### config.mk
export PLATFORM = sky130hd
export DESIGN_NAME = ifetch_queue_flat
export DESIGN_NICKNAME = d
export VERILOG_FILES = /design/src/rtl/ifetch_queue_if.sv /design/src/rtl/ifetch_queue.sv /design/src/flat_wrapper.sv
export SDC_FILE = /design/constraint.sdc
export NUM_CORES = 1
export LEC_CHECK = 0
export ABC_AREA = 1
export ABC_CLOCK_PERIOD_IN_PS = 18800
export BUFFER_PORTS_ARGS = -buffer_cell sky130_fd_sc_hd__buf_2
export CELL_PAD_IN_SITES_DETAIL_PLACEMENT = 1
export CELL_PAD_IN_SITES_GLOBAL_PLACEMENT = 1
export CORE_ASPECT_RATIO = 0.5
export CORE_MARGIN = 2
export CORE_UTILIZATION = 49
export DETAILED_ROUTE_END_ITERATION = 12
export HOLD_SLACK_MARGIN = 0.03
export PLACE_DENSITY = 0.91
export RECOVER_POWER = 50
export SYNTH_ARGS = -nofsm -noshare
export SYNTH_HDL_FRONTEND = slang
export SYNTH_SLANG_ARGS = --single-unit
### constraint.sdc
create_clock -name clock -period 18.8 [get_ports clock]
set_clock_uncertainty 0.15 [all_clocks]
set_input_delay 2.82 -clock clock [delete_from_list [all_inputs] [get_ports clock]]
set_output_delay 2.82 -clock clock [all_outputs]
set_load 0.01 [all_outputs]
### src/rtl/ifetch_queue_if.sv
// Fetch-stage bus bundle: instruction memory port, redirect input and the decode-facing head.
// The master modport is the fetch queue itself; the slave modport is its environment.
interface ifetch_queue_if #(
  parameter int XLEN       = 64,
  parameter int IMEM_WORDS = 1024,
  parameter int QDEPTH     = 4
) ();
  localparam int AW = $clog2(IMEM_WORDS);
  localparam int OW = $clog2(QDEPTH) + 1;

  logic [AW-1:0]   imem_addr;
  logic [31:0]     imem_rdata;
  logic            id_ready;
  logic            redirect_valid;
  logic [XLEN-1:0] redirect_pc;
  logic            ifid_valid;
  logic [31:0]     ifid_ir;
  logic [XLEN-1:0] ifid_pc;
  logic [OW-1:0]   occupancy;

  modport master (
    output imem_addr,
    input  imem_rdata,
    input  id_ready,
    input  redirect_valid,
    input  redirect_pc,
    output ifid_valid,
    output ifid_ir,
    output ifid_pc,
    output occupancy
  );

  modport slave (
    input  imem_addr,
    output imem_rdata,
    output id_ready,
    output redirect_valid,
    output redirect_pc,
    input  ifid_valid,
    input  ifid_ir,
    input  ifid_pc,
    input  occupancy
  );
endinterface

### src/rtl/ifetch_queue.sv
// Instruction fetch stage with a prefetch FIFO feeding the IF/ID register via valid/ready.
// Optional performance counters are enabled with the IFQ_STATS_EN macro.
module ifetch_queue #(
  parameter int              XLEN       = 64,
  parameter int              IMEM_WORDS = 1024,
  parameter int              QDEPTH     = 4,
  parameter logic [XLEN-1:0] RESET_PC   = '0,
  parameter logic [31:0]     NOP_INSTR  = 32'h0000_0013
) (
  input logic           clock,
  input logic           reset,
  ifetch_queue_if.master bus
`ifdef IFQ_STATS_EN
  ,
  output logic [31:0]   perf_fetch_cnt,
  output logic [31:0]   perf_flush_cnt,
  output logic [31:0]   perf_stall_cnt
`endif
);

  localparam int AW = $clog2(IMEM_WORDS);
  localparam int PW = $clog2(QDEPTH);
  localparam int OW = PW + 1;

  logic [XLEN-1:0] fetch_pc_q, fetch_pc_d;
  logic [PW-1:0]   wr_ptr_q, wr_ptr_d;
  logic [PW-1:0]   rd_ptr_q, rd_ptr_d;
  logic [OW-1:0]   occ_q, occ_d;
  logic [XLEN-1:0] pc_mem_q [QDEPTH];
  logic [XLEN-1:0] pc_mem_d [QDEPTH];
  logic [31:0]     ir_mem_q [QDEPTH];
  logic [31:0]     ir_mem_d [QDEPTH];

  logic empty;
  logic full;
  logic pop;
  logic push;

  assign empty = (occ_q == '0);
  assign full  = (occ_q == OW'(QDEPTH));
  assign pop   = !empty && bus.id_ready;
  // A full queue may still accept a word when the head leaves in the same cycle.
  assign push  = !bus.redirect_valid && (!full || pop);

  assign bus.imem_addr = fetch_pc_q[AW+1:2];

  // Head outputs come only from storage, never from imem_rdata.
  assign bus.ifid_valid = !empty;
  assign bus.ifid_ir    = empty ? NOP_INSTR : ir_mem_q[rd_ptr_q];
  assign bus.ifid_pc    = empty ? '0 : pc_mem_q[rd_ptr_q];
  assign bus.occupancy  = occ_q;

  always_comb begin
    fetch_pc_d = fetch_pc_q;
    wr_ptr_d   = wr_ptr_q;
    rd_ptr_d   = rd_ptr_q;
    occ_d      = occ_q;
    if (bus.redirect_valid) begin
      fetch_pc_d = {bus.redirect_pc[XLEN-1:2], 2'b00};
      wr_ptr_d   = '0;
      rd_ptr_d   = '0;
      occ_d      = '0;
    end else begin
      if (push) begin
        fetch_pc_d = fetch_pc_q + XLEN'(4);
        wr_ptr_d   = wr_ptr_q + PW'(1);
      end
      if (pop) begin
        rd_ptr_d = rd_ptr_q + PW'(1);
      end
      occ_d = occ_q + OW'(push) - OW'(pop);
    end
  end

  always_comb begin
    for (int i = 0; i < QDEPTH; i++) begin
      pc_mem_d[i] = pc_mem_q[i];
      ir_mem_d[i] = ir_mem_q[i];
    end
    if (push) begin
      pc_mem_d[wr_ptr_q] = fetch_pc_q;
      ir_mem_d[wr_ptr_q] = bus.imem_rdata;
    end
  end

  always_ff @(posedge clock) begin
    if (reset) begin
      fetch_pc_q <= RESET_PC;
      wr_ptr_q   <= '0;
      rd_ptr_q   <= '0;
      occ_q      <= '0;
    end else begin
      fetch_pc_q <= fetch_pc_d;
      wr_ptr_q   <= wr_ptr_d;
      rd_ptr_q   <= rd_ptr_d;
      occ_q      <= occ_d;
    end
  end

  // Entry storage needs no reset: the occupancy count gates every read.
  always_ff @(posedge clock) begin
    for (int i = 0; i < QDEPTH; i++) begin
      pc_mem_q[i] <= pc_mem_d[i];
      ir_mem_q[i] <= ir_mem_d[i];
    end
  end

`ifdef IFQ_STATS_EN
  logic [31:0] perf_fetch_q, perf_fetch_d;
  logic [31:0] perf_flush_q, perf_flush_d;
  logic [31:0] perf_stall_q, perf_stall_d;

  always_comb begin
    perf_fetch_d = perf_fetch_q + 32'(push);
    perf_flush_d = perf_flush_q + 32'(bus.redirect_valid);
    perf_stall_d = perf_stall_q + 32'(!empty && !bus.id_ready);
  end

  always_ff @(posedge clock) begin
    if (reset) begin
      perf_fetch_q <= '0;
      perf_flush_q <= '0;
      perf_stall_q <= '0;
    end else begin
      perf_fetch_q <= perf_fetch_d;
      perf_flush_q <= perf_flush_d;
      perf_stall_q <= perf_stall_d;
    end
  end

  assign perf_fetch_cnt = perf_fetch_q;
  assign perf_flush_cnt = perf_flush_q;
  assign perf_stall_cnt = perf_stall_q;
`endif

  a_occ_bound: assert property (@(posedge clock) disable iff (reset) occ_q <= OW'(QDEPTH));
  a_ptr_gap: assert property (@(posedge clock) disable iff (reset)
    (wr_ptr_q - rd_ptr_q) == occ_q[PW-1:0]);

endmodule

### src/flat_wrapper.sv
// flat-port wrapper written by rule: the top's interface ports become plain ports
module ifetch_queue_flat 
#(
  parameter int              XLEN       = 64,
  parameter int              IMEM_WORDS = 1024,
  parameter int              QDEPTH     = 4,
  parameter logic [XLEN-1:0] RESET_PC   = '0,
  parameter logic [31:0]     NOP_INSTR  = 32'h0000_0013
)
  (clock, reset, bus_imem_addr, bus_imem_rdata, bus_id_ready, bus_redirect_valid, bus_redirect_pc, bus_ifid_valid, bus_ifid_ir, bus_ifid_pc, bus_occupancy);
  ifetch_queue_if #(.XLEN(XLEN), .IMEM_WORDS(IMEM_WORDS), .QDEPTH(QDEPTH)) bus_i ();
  input logic clock;
  input logic reset;
  output wire logic [$bits(bus_i.imem_addr)-1:0] bus_imem_addr;
  input wire logic [$bits(bus_i.imem_rdata)-1:0] bus_imem_rdata;
  input wire logic [$bits(bus_i.id_ready)-1:0] bus_id_ready;
  input wire logic [$bits(bus_i.redirect_valid)-1:0] bus_redirect_valid;
  input wire logic [$bits(bus_i.redirect_pc)-1:0] bus_redirect_pc;
  output wire logic [$bits(bus_i.ifid_valid)-1:0] bus_ifid_valid;
  output wire logic [$bits(bus_i.ifid_ir)-1:0] bus_ifid_ir;
  output wire logic [$bits(bus_i.ifid_pc)-1:0] bus_ifid_pc;
  output wire logic [$bits(bus_i.occupancy)-1:0] bus_occupancy;
  assign bus_imem_addr = bus_i.imem_addr;
  assign bus_i.imem_rdata = bus_imem_rdata;
  assign bus_i.id_ready = bus_id_ready;
  assign bus_i.redirect_valid = bus_redirect_valid;
  assign bus_i.redirect_pc = bus_redirect_pc;
  assign bus_ifid_valid = bus_i.ifid_valid;
  assign bus_ifid_ir = bus_i.ifid_ir;
  assign bus_ifid_pc = bus_i.ifid_pc;
  assign bus_occupancy = bus_i.occupancy;
  ifetch_queue #(.XLEN(XLEN), .IMEM_WORDS(IMEM_WORDS), .QDEPTH(QDEPTH), .RESET_PC(RESET_PC), .NOP_INSTR(NOP_INSTR)) u_core (.clock(clock), .reset(reset), .bus(bus_i));
endmodule
==> results of run 1 <==
## state kept, by name (all words and copies together) (netlist names), named ones only
signal / cells
u_core.ir_mem_q: 128
u_core.fetch_pc_q: 62
u_core.wr_ptr_q: 2
u_core.bus.occupancy: 3
u_core.pc_mem_q: 248
u_core.rd_ptr_q: 2
## metal layers
layer / vias to the layer above / GRT usage / wire length (microns)
met5: - / 0 / 0
met4: 0 / 0.133 / 2940
met3: 211 / 0.0476 / 5650
met2: 937 / 0.538 / 33200
met1: 7971 / 0.404 / 25600
li1: 7054 / - / -
## cells by family (layout without fill, tap and decap cells)
group / after synthesis / count (layout) / synth area share
xor+xnor: 27 / 27 / 0.0120
compound gates: 414 / 414 / 0.108
other cells: 1 / 5 / 0.000190
fa+ha+maj: 8 / 8 / 0.00546
flops: 447 / 447 / 0.645
buf+inv: 218 / 411 / 0.0451
simple gates: 882 / 882 / 0.185
## synth_stat cells (all sizes together)
| master | n | area share |
|---|---|---|
| nand2 | 295 | 0.059 |
| dfxtp | 71 | 0.072 |
| fa | 1 | 0.0010 |
| nor3 | 3 | 0.00076 |
| conb | 1 | 0.00019 |
| o311ai | 3 | 0.0013 |
| a21oi | 142 | 0.037 |
| edfxtp | 376 | 0.57 |
| buf | 45 | 0.012 |
| a22o | 1 | 0.00044 |
| xor2 | 20 | 0.0089 |
| nor2 | 527 | 0.11 |
| nand4 | 14 | 0.0044 |
| xnor2 | 7 | 0.0031 |
| or2 | 2 | 0.00063 |
| clkbuf | 61 | 0.012 |
| a21o | 1 | 0.00038 |
| ha | 7 | 0.0044 |
| inv | 112 | 0.021 |
| nand3 | 41 | 0.012 |
| a31oi | 17 | 0.0054 |
| o21ai | 250 | 0.063 |
## worst max-delay path by stage
stage	end	slack, ns	startpoint
2_1_floorplan	u_core.ir_mem_q[0][0]	10.82	bus_id_ready
3_3_place_gp	u_core.pc_mem_q[3][48]	12.73	bus_redirect_valid
3_5_place_dp	u_core.pc_mem_q[3][48]	12.62	bus_redirect_valid
4_1_cts	bus_ifid_pc[21]	12.28	flop
5_1_grt	u_core.bus.occupancy[2]	10.71	bus_redirect_valid
6_report	u_core.bus.occupancy[2]	10.91	bus_redirect_valid
## area by class of cell
class,count,share of cell area
diodes,3,0.000336
clock buffers,54,0.0490
clock inverters,21,0.00996
inverters,112,0.0190
multi-input cells,1333,0.274
flip-flops and latches,447,0.569
well taps,530,0.0297
repair buffers,224,0.0491
## stage by stage
stage / cells / total power, W / area, sq um
final: 2724 / 0.00226 / 22400
after global routing: 2723 / 0.00232 / 22400
after CTS: 2721 / 0.00226 / 22400
after detailed placement: 2646 / 0.00141 / 21100
after global placement: 2646 / 0.00139 / 21100
after floorplan: 1998 / 0.00130 / 19700
## power by group
part           switching (W)  total, W  internal [W]
logic               0.000173  0.000243     0.0000693
registers          0.0000389   0.00116       0.00112
clock network       0.000394  0.000863      0.000469
## placed cells by master, fill, tap and decap left out, types with 6 or more instances in the layout
cell	n
nor2_1	504
edfxtp_1	376
nand2_1	279
o21ai_0	222
buf_2	161
a21oi_1	142
inv_1	108
dfxtp_1	69
clkbuf_1	59
clkbuf_16	41
nand3_1	37
o21ai_1	28
xor2_1	20
a31oi_1	17
buf_4	15
nand4_1	14
nor2_4	12
nand2_2	11
nor2_2	7
xnor2_1	7
ha_1	7
clkinv_1	6
## worst register-to-register path, delay by kind of cell (launching register included)
family | cells | cell delay (ns)
adder cells (fa/ha/maj) | 2 | 0.85
AO/OA/AOI/OAI | 1 | 0.12
flip-flops | 1 | 0.44
buffers and inverters | 3 | 2.36
AND/OR/NAND/NOR | 4 | 0.74
XOR/XNOR | 1 | 0.15
==> impl_metrics.sql, run 1 <==
INSERT INTO impl_metrics (metric_group, metric, value, unit) VALUES
('min_path', 'cell_count_of_the_worst_hold_path', '2', ''),
('synthesis', 'post_synth_inst_count', '1997', ''),
('detailed_routing', 'detailedRoute.firstPassIterationCount', '5', ''),
('clock_tree', 'cts.repair.resized', '0', ''),
('sta', 'finalSetupViolations', '0', ''),
('worst_setup_path', 'cpLargestDelayFamily', 'buffers and inverters', ''),
('cells_and_area', 'sequential_cell_area', '0.0127', 'sq mm'),
('worst_setup_path', 'cpMaxStageDelayCell', 'clkbuf_1', ''),
('power_and_ir_drop', 'power.density_cell_area', '101', 'mW/mm^2'),
('clock_tree', 'worstSkewPairLatency', '0.57', 'ns'),
('global_route', 'overflow', '0', ''),
('detailed_routing', 'drc', '0', ''),
('clock_tree', 'cts_root_buf', 'clkbuf_16', ''),
('global_route', 'groute.usage.overall', '0.316', ''),
('global_route', 'first_global_vias', '17013', ''),
('cells_and_area', 'final_net_count', '2267', ''),
('min_path', 'timing.hold.worst.class', 'flop to flop', ''),
('synthesis', 'synth.avg_cell_area', '9.87', 'sq um'),
('worst_setup_path', 'ff2ff_path_depth', '11', ''),
('place', 'finalWeightedCongestion', '0.915', ''),
('global_route', 'grt_pass1_wl', '101000', 'microns'),
('min_path', 'hold_start', 'u_core.rd_ptr_q[1]', ''),
('detailed_routing', 'vias_per_cell', '5.94', ''),
('worst_setup_path', 'critPathKind', 'input pin to flop', ''),
('clock_tree', 'cts-hold-fix-buffers', '0', ''),
('floorplanning', 'io-pin-count', '210', ''),
('worst_setup_path', 'worst_path_most_repeated_cell', 'clkbuf_1', ''),
('global_route', 'grt_start_max_net_pins', '108', ''),
('cells_and_area', 'layout.core_utilization', '0.569', ''),
('floorplanning', 'core-area', '0.0393', 'sq mm'),
('worst_setup_path', 'worstPathArrival', '8.23', 'ns'),
('detailed_routing', 'wirelength', '67400', 'microns'),
('detailed_routing', 'vias', '16173', ''),
('power_and_ir_drop', 'vdd.ir_drop.worst', '57.7', 'uV'),
('sta', 'finalHoldWorstSlack', '0.328', 'ns'),
('worst_setup_path', 'worst_path_largest_cell_delay', '2.11', 'ns'),
('clock_tree', 'post-cts-setup-buffers', '0', ''),
('cells_and_area', 'layout-drive-gt1-share', '0.130', ''),
('status', 'failed_checks', 'max-capacitance violations, max-slew violations', ''),
('sta', 'worst_slew_pin_slew', '3.39', 'ns'),
('sta', 'grt_setup_unrepaired', 'false', ''),
('sta', 'setup_total_negative_slack', '0', 'ns'),
('clock_tree', 'clock_tree.htree_level_count', '2', ''),
('floorplanning', 'die-area', '0.0420', 'sq mm'),
('worst_setup_path', 'crit_buf_inv', '4', ''),
('flow_run', 'drv_cap', '4', ''),
('worst_setup_path', 'worst_r2r_startpoint', 'u_core.bus.occupancy[1]', ''),
('place', 'portBuffers', '205', ''),
('floorplanning', 'die_width', '288', 'microns'),
('sta', 'finalCritPeriodShare', '0.420', ''),
('synthesis', 'synth.yosys.warnings', '0', ''),
('floorplanning', 'floorplan.die.height', '146', 'microns'),
('worst_setup_path', 'r2r_end', 'u_core.bus.occupancy[2]', ''),
('sta', 'timing_hold_violations_final', '0', ''),
('synthesis', 'synth.ff_latch_count', '447', ''),
('detailed_routing', 'first_iter_violations', '1827', ''),
('clock_tree', 'cts_sinks', '447', ''),
('sta', 'slew_violations', '186', ''),
('cells_and_area', 'multi_input_area', '0.00613', 'sq mm'),
('detailed_routing', 'final_antenna_net_count', '0', ''),
('place', 'hpwl', '39800', 'microns'),
('sta', 'final.setup.worst_slack', '10.91', 'ns'),
('sta', 'timing_limited_maximum_frequency', '127', 'MHz'),
('status', 'run_status', 'complete, but fails checks', ''),
('worst_setup_path', 'cp_cell_sequence', 'buf_2 > clkbuf_1 > nor2_4 > clkbuf_1 > ha_1 > inv_1 > fa_1 > xnor2_1 > or2_2 > a21oi_1', ''),
('floorplanning', 'initial_utilization', '0.502', ''),
('worst_setup_path', 'r2r_setup_slack', '13.90', 'ns'),
('synthesis', 'mappedNetlistArea', '0.0197', 'sq mm'),
('synthesis', 'ys_types', '35', ''),
('worst_setup_path', 'crit_path_max_fanout', '61', ''),
('cells_and_area', 'layout.filler_cells', '4389', '');
Power figures use the tool's default switching activity.
==> inputs of run 2 (changes only) <==
ABC_AREA = 0   (was 1)
ABC_CLOCK_PERIOD_IN_PS = 8100   (was 18800)
PLACE_DENSITY = 0.86   (was 0.91)
clock period = 8.1 ns   (was 18.8 ns; I/O delays follow)
==> impl_metrics.sql, run 2 <==
INSERT INTO impl_metrics (metric_group, metric, value, unit) VALUES
('cells_and_area', 'largest_register', 'u_core.pc_mem_q', ''),
('floorplanning', 'core-area', '0.0372', 'sq mm'),
('clock_tree', 'cts_root_buf', 'clkbuf_16', ''),
('cells_and_area', 'most_common_cell_after_layout_fill_and_taps_aside', 'edfxtp_1', ''),
('global_route', 'groute.usage.overall', '0.244', ''),
('cells_and_area', 'final-instance-count-excl-fill', '1846', ''),
('clock_tree', 'cts-hold-fix-buffers', '0', ''),
('power_and_ir_drop', 'fin_total_pwr', '0.00510', 'W'),
('place', 'placed_cells_incl_taps', '1770', ''),
('cells_and_area', 'layout-drive-gt1-share', '0.253', ''),
('sta', 'min_clock_period_post_route', '5.44', 'ns'),
('floorplanning', 'die_width', '278', 'microns'),
('floorplanning', 'num_rows', '50', ''),
('floorplanning', 'io-pin-count', '210', ''),
('synthesis', 'number_of_flops_mapped_to_enable_cells_by_yosys', '376', ''),
('clock_tree', 'clkSlewWorstSetupHoldPaths', '0.07', 'ns'),
('sta', 'worst_slew_pin_slew', '3.72', 'ns'),
('power_and_ir_drop', 'vdd.ir_drop.worst', '127', 'uV'),
('clock_tree', 'worstSkewPairLatency', '0.55', 'ns'),
('cells_and_area', 'largest_register_ffs', '248', ''),
('status', 'failed_checks', 'max-capacitance violations, max-slew violations', ''),
('synthesis', 'synth.ff_latch_count', '447', ''),
('detailed_routing', 'vias_per_cell', '6.07', ''),
('synthesis', 'synth.avg_cell_area', '16.1', 'sq um'),
('synthesis', 'synth_seq_area_share', '0.692', ''),
('synthesis', 'mappedNetlistArea', '0.0184', 'sq mm'),
('status', 'run_status', 'complete, but fails checks', ''),
('cells_and_area', 'final_net_count', '1427', ''),
('synthesis', 'ys_types', '52', ''),
('synthesis', 'synth.top_cells.by_count', 'edfxtp_1, and2_1, mux4_2, nor2_1, dfxtp_1', ''),
('synthesis', 'post_synth_inst_count', '1139', ''),
('synthesis', 'synth_most_common_cell', 'edfxtp_1', ''),
('sta', 'finalCritPeriodShare', '0.671', ''),
('worst_setup_path', 'cp_data_required_time', '8.11', 'ns'),
('cells_and_area', 'syn2layout_area_growth', '14.2', '%'),
('place', 'portBuffers', '205', ''),
('global_route', 'first_global_vias', '12168', ''),
('sta', 'setup_total_negative_slack', '0', 'ns'),
('detailed_routing', 'post_drt_wl_per_cell', '26.1', 'microns'),
('clock_tree', 'cts_buffer_depth', '3', ''),
('worst_setup_path', 'worstPathArrival', '5.45', 'ns'),
('min_path', 'timing.hold.worst.class', 'flop to flop', ''),
('detailed_routing', 'detailedRoute.firstPassIterationCount', '5', ''),
('sta', 'slew_violations', '224', ''),
('clock_tree', 'cts_tree', 'yes', ''),
('clock_tree', 'cts.repair.resized', '0', ''),
('worst_setup_path', 'crit_path_max_fanout', '59', ''),
('clock_tree', 'clock_tree.htree_level_count', '2', ''),
('detailed_routing', 'vias', '11207', ''),
('synthesis', 'synth.yosys.warnings', '0', ''),
('synthesis', 'synth.largest_area_cell', 'edfxtp_1', ''),
('synthesis', 'async_flop_share', '0', ''),
('place', 'hpwl', '29300', 'microns'),
('sta', 'timing_hold_violations_final', '0', ''),
('cells_and_area', 'layout_common_cells', 'edfxtp_1, buf_2, and2_1', ''),
('worst_setup_path', 'r2r_setup_slack', '3.85', 'ns'),
('global_route', 'grt_start_max_net_pins', '82', ''),
('clock_tree', 'cts_sinks', '447', ''),
('detailed_routing', 'wirelength', '48200', 'microns'),
('place', 'finalWeightedCongestion', '0.826', ''),
('floorplanning', 'floorplan.die.height', '141', 'microns'),
('detailed_routing', 'first_iter_violations', '1009', ''),
('flow_run', 'drv_cap', '5', ''),
('worst_setup_path', 'critPathKind', 'input pin to flop', ''),
('floorplanning', 'initial_utilization', '0.495', ''),
('power_and_ir_drop', 'p_leak', '7.09', 'nW'),
('global_route', 'overflow', '0', ''),
('sta', 'finalSetupViolations', '0', ''),
('synthesis', 'cell_types_occupying_the_most_area_after_synthesis', 'edfxtp_1, mux4_2, dfxtp_1', ''),
('global_route', 'grt_antenna_before_repair', '3', ''),
('sta', 'timing.slew.headroom', '-1.48', ''),
('synthesis', 'synth-main-ff-cell', 'edfxtp_1', ''),
('global_route', 'grt_pass1_wl', '72600', 'microns'),
('sta', 'timing_limited_maximum_frequency', '184', 'MHz'),
('synthesis', 'netlist.area_leader.share', '0.614', ''),
('clock_tree', 'numCtsBuffers', '41', ''),
('detailed_routing', 'final_antenna_net_count', '0', ''),
('cells_and_area', 'reg.largest.list', 'u_core.pc_mem_q x248, u_core.ir_mem_q x128, u_core.fetch_pc_q x62', ''),
('sta', 'grt_setup_unrepaired', 'false', ''),
('worst_setup_path', 'critical_path.endpoint_type', 'flop', ''),
('power_and_ir_drop', 'power.density_cell_area', '243', 'mW/mm^2'),
('clock_tree', 'post-cts-setup-buffers', '0', ''),
('worst_setup_path', 'worstSetupStartpointType', 'input pin', ''),
('detailed_routing', 'drc', '0', ''),
('floorplanning', 'die-area', '0.0392', 'sq mm');
-- run 2: cell count changes in the layout (fill, tap and decap cells not counted), moves of 20 or more --
cell and delta:
nand2_1 -241, nor2_1 -430, and2_1 +98, a21oi_1 -130, inv_1 -89, mux4_2 +94, a211oi_1 +20, a311oi_1 +27
o21ai_0 -207, o21ai_1 -28
-- run 2: where the power goes --
part | switching [W] | total (W) | internal [W]
logic | 0.000307 | 0.000526 | 0.000219
clock network | 0.000836 | 0.00188 | 0.00104
registers | 0.0000876 | 0.00270 | 0.00261
total | 0.00123 | 0.00510 | 0.00387
-- run 2: kinds of logic (layout without fill, tap and decap cells) --
group / after synthesis / after routing / share of synthesized area
muxes: 98 / 98 / 0.117
xor gates and xnor gates: 27 / 27 / 0.0129
DFF: 447 / 447 / 0.692
AOI/OAI and AO/OA: 100 / 100 / 0.0393
adders and majority gates: 8 / 8 / 0.00585
other: 1 / 5 / 0.000204
buffers and inverters: 101 / 310 / 0.0241
and+or+nand+nor: 357 / 357 / 0.109
-- run 2: layer usage --
layer | share of wire | GRT usage | vias to the layer above
met1 | 0.39 | 0.301 | 5813
met5 | 0 | 0 | -
met3 | 0.053 | 0.0366 | 129
met4 | 0.041 | 0.114 | 0
li1 | - | - | 4820
met2 | 0.52 | 0.430 | 445
-- run 2: path summary, 6_finish.rpt --
check | start | endpoint | cells after the start
setup / recovery | bus_redirect_valid | u_core.pc_mem_q[3][23] | 4
hold / removal | u_core.wr_ptr_q[1] | u_core.wr_ptr_q[1] | 2
setup reg to reg | u_core.bus.occupancy[1] | u_core.bus.occupancy[2] | 12
hold reg to reg | u_core.wr_ptr_q[1] | u_core.wr_ptr_q[1] | 2
-- run 2: through the flow --
stage	area, sq um	hold WS (ns)	util	worst slack, ns
detailed placement	19800	0.372	0.533	3.42
finish	21000	0.378	0.565	2.66
global route	21000	0.411	0.565	2.41
global placement	19800	0.321	0.533	3.56
floorplan	18400	0.308	-	3.40
CTS	21100	0.387	0.567	3.56
-- run 2: final cells by class --
cell class / instances / area [sq um]
Sequential cell: 447 / 12700
Clock buffer: 58 / 1170
Tap cell: 494 / 618
Multi-Input combinational cell: 592 / 5240
Clock inverter: 15 / 100
Inverter: 20 / 76.3
Antenna cell: 3 / 7.51
Fill cell: 3553 / 16200
Timing Repair Buffer: 217 / 1060
-- run 2: worst max-delay path, cell delays in order --
cell and delay [ns]:
clkbuf_1 0.62, inv_1 0.83, and3_1 1.65, buf_4 0.97
==> inputs of run 3 (changes only) <==
ABC_CLOCK_PERIOD_IN_PS = 4600   (was 8100)
CORE_UTILIZATION = 44   (was 49)
PLACE_DENSITY = 0.82   (was 0.86)
clock period = 4.6 ns   (was 8.1 ns; I/O delays follow)
==> impl_metrics.sql, run 3 (synthesized netlist as in run 2, its figures left out) <==
INSERT INTO impl_metrics (metric_group, metric, value, unit) VALUES
('status', 'run_status', 'complete, but fails checks', ''),
('status', 'failed_checks', 'max-capacitance violations, max-slew violations', ''),
('detailed_routing', 'wirelength', '48800', 'microns'),
('sta', 'grt_setup_unrepaired', 'false', ''),
('clock_tree', 'clkSlewWorstSetupHoldPaths', '0.06', 'ns'),
('worst_setup_path', 'worst_path_largest_cell_delay', '1.81', 'ns'),
('place', 'finalWeightedCongestion', '0.841', ''),
('sta', 'timing_hold_violations_final', '0', ''),
('detailed_routing', 'first_iter_violations', '898', ''),
('sta', 'finalCritPeriodShare', '0.817', ''),
('detailed_routing', 'post_drt_wl_per_cell', '25.6', 'microns'),
('global_route', 'grt_start_max_net_pins', '93', ''),
('sta', 'timing_limited_maximum_frequency', '266', 'MHz'),
('floorplanning', 'core-area', '0.0408', 'sq mm'),
('clock_tree', 'cts_sinks', '447', ''),
('global_route', 'grt_pass1_wl', '74800', 'microns'),
('cells_and_area', 'final_net_count', '1436', ''),
('worst_setup_path', 'critPathKind', 'input pin to flop', ''),
('sta', 'setup_total_negative_slack', '0', 'ns'),
('floorplanning', 'die_width', '293', 'microns'),
('place', 'portBuffers', '205', ''),
('worst_setup_path', 'worstPathArrival', '3.80', 'ns'),
('detailed_routing', 'drc', '0', ''),
('min_path', 'timing.hold.worst.class', 'input pin to flop', ''),
('detailed_routing', 'vias_per_cell', '5.86', ''),
('worst_setup_path', 'crit_path_max_fanout', '59', ''),
('clock_tree', 'cts_root_buf', 'clkbuf_16', ''),
('global_route', 'overflow', '0', ''),
('floorplanning', 'initial_utilization', '0.451', ''),
('global_route', 'first_global_vias', '12445', ''),
('global_route', 'groute.usage.overall', '0.226', ''),
('clock_tree', 'clock_tree.htree_level_count', '2', ''),
('cells_and_area', 'layout.core_utilization', '0.525', ''),
('sta', 'slew_violations', '140', ''),
('floorplanning', 'floorplan.die.height', '149', 'microns'),
('worst_setup_path', 'critical_path.endpoint_type', 'flop', ''),
('clock_tree', 'cts_buffer_depth', '3', ''),
('sta', 'finalHoldWorstSlack', '0.248', 'ns'),
('power_and_ir_drop', 'fin_total_pwr', '0.00945', 'W'),
('worst_setup_path', 'crit_buf_inv', '3', ''),
('power_and_ir_drop', 'vdd.ir_drop.worst', '304', 'uV'),
('sta', 'min_clock_period_post_route', '3.76', 'ns'),
('detailed_routing', 'vias', '11154', ''),
('cells_and_area', 'layout-drive-gt1-share', '0.263', ''),
('power_and_ir_drop', 'power.density_cell_area', '442', 'mW/mm^2'),
('floorplanning', 'die-area', '0.0435', 'sq mm'),
('sta', 'timing.slew.headroom', '-0.500', ''),
('sta', 'worst_slew_pin_slew', '2.25', 'ns'),
('worst_setup_path', 'cp_cell_sequence', 'clkbuf_1 > clkinvlp_2 > and3_1 > buf_12', ''),
('detailed_routing', 'final_antenna_net_count', '0', ''),
('detailed_routing', 'detailedRoute.firstPassIterationCount', '5', ''),
('cells_and_area', 'syn2layout_area_growth', '16.5', '%'),
('worst_setup_path', 'cpMaxStageDelayCell', 'and3_1', ''),
('cells_and_area', 'fin_area', '0.0214', 'sq mm'),
('clock_tree', 'cts-hold-fix-buffers', '0', ''),
('clock_tree', 'cts.repair.resized', '0', ''),
('clock_tree', 'post-cts-setup-buffers', '0', ''),
('place', 'dpl-instance-area', '0.0200', 'sq mm'),
('clock_tree', 'numCtsBuffers', '42', ''),
('cells_and_area', 'reg.largest.list', 'u_core.pc_mem_q x248, u_core.ir_mem_q x128, u_core.fetch_pc_q x62', ''),
('clock_tree', 'worstSkewPairLatency', '0.56', 'ns'),
('clock_tree', 'cts_tree', 'yes', ''),
('cells_and_area', 'largest_register_ffs', '248', ''),
('cells_and_area', 'largest_register', 'u_core.pc_mem_q', ''),
('sta', 'finalSetupViolations', '0', ''),
('cells_and_area', 'most_common_cell_after_layout_fill_and_taps_aside', 'edfxtp_1', ''),
('cells_and_area', 'layout_common_cells', 'edfxtp_1, buf_2, and2_1', ''),
('worst_setup_path', 'worstSetupStartpointType', 'input pin', ''),
('floorplanning', 'io-pin-count', '210', ''),
('worst_setup_path', 'cpLargestDelayFamily', 'simple AND/OR/NAND/NOR gates', ''),
('flow_run', 'drv_cap', '3', ''),
('worst_setup_path', 'cp_data_required_time', '4.64', 'ns'),
('power_and_ir_drop', 'p_leak', '7.23', 'nW'),
('global_route', 'grt_antenna_before_repair', '3', ''),
('floorplanning', 'num_rows', '52', ''),
('place', 'hpwl', '29600', 'microns');
run 3: changes by cell type in the layout (fill, tap and decap cells not counted), sizes merged:
cell      change
bufinv        +7
clkbuf        -1
inv           -1
clkinvlp      +2
clkinv        +1
buf           +5
run 3: worst paths after layout:
check                                              from                     end  slack [ns]  cells past startpoint
worst max-delay path                 bus_redirect_valid   u_core.ir_mem_q[0][8]        0.84                      4
worst min-delay path                 bus_imem_rdata[24]  u_core.ir_mem_q[0][24]        0.25                      1
worst max register to register  u_core.bus.occupancy[1]   u_core.ir_mem_q[0][8]        0.95                      3
worst min register to register       u_core.wr_ptr_q[1]      u_core.wr_ptr_q[1]        0.35                      2
run 3: power breakdown:
part	total [W]	switching (W)	internal, W
clock	0.00378	0.00152	0.00225
sequential	0.00475	0.000154	0.00459
combinational	0.000931	0.000538	0.000393
run 3: cell type report:
type | instances | area (sq um)
Fill cell | 3891 | 19400
Tap cell | 540 | 676
Sequential cell | 447 | 12700
Timing Repair Buffer | 225 | 1190
Clock inverter | 24 | 319
Clock buffer | 54 | 1170
Inverter | 20 | 76.3
Antenna cell | 3 | 7.51
Multi-Input combinational cell | 592 | 5250
run 3: metal layers:
metal	vias to the layer above	share of wire	global-route usage
li1	4853	-	-
met1	5819	0.39	0.274
met2	362	0.53	0.404
met3	118	0.045	0.0344
met4	2	0.039	0.102
met5	-	0.00027	0
run 3: per-stage QoR:
stage                     setup WS, ns  instances
after detailed placement          1.22       1824
after CTS                        0.946       1902
after floorplan                  0.425       1140
final                            0.842       1905
after global routing             0.684       1904
after global placement            1.39       1824
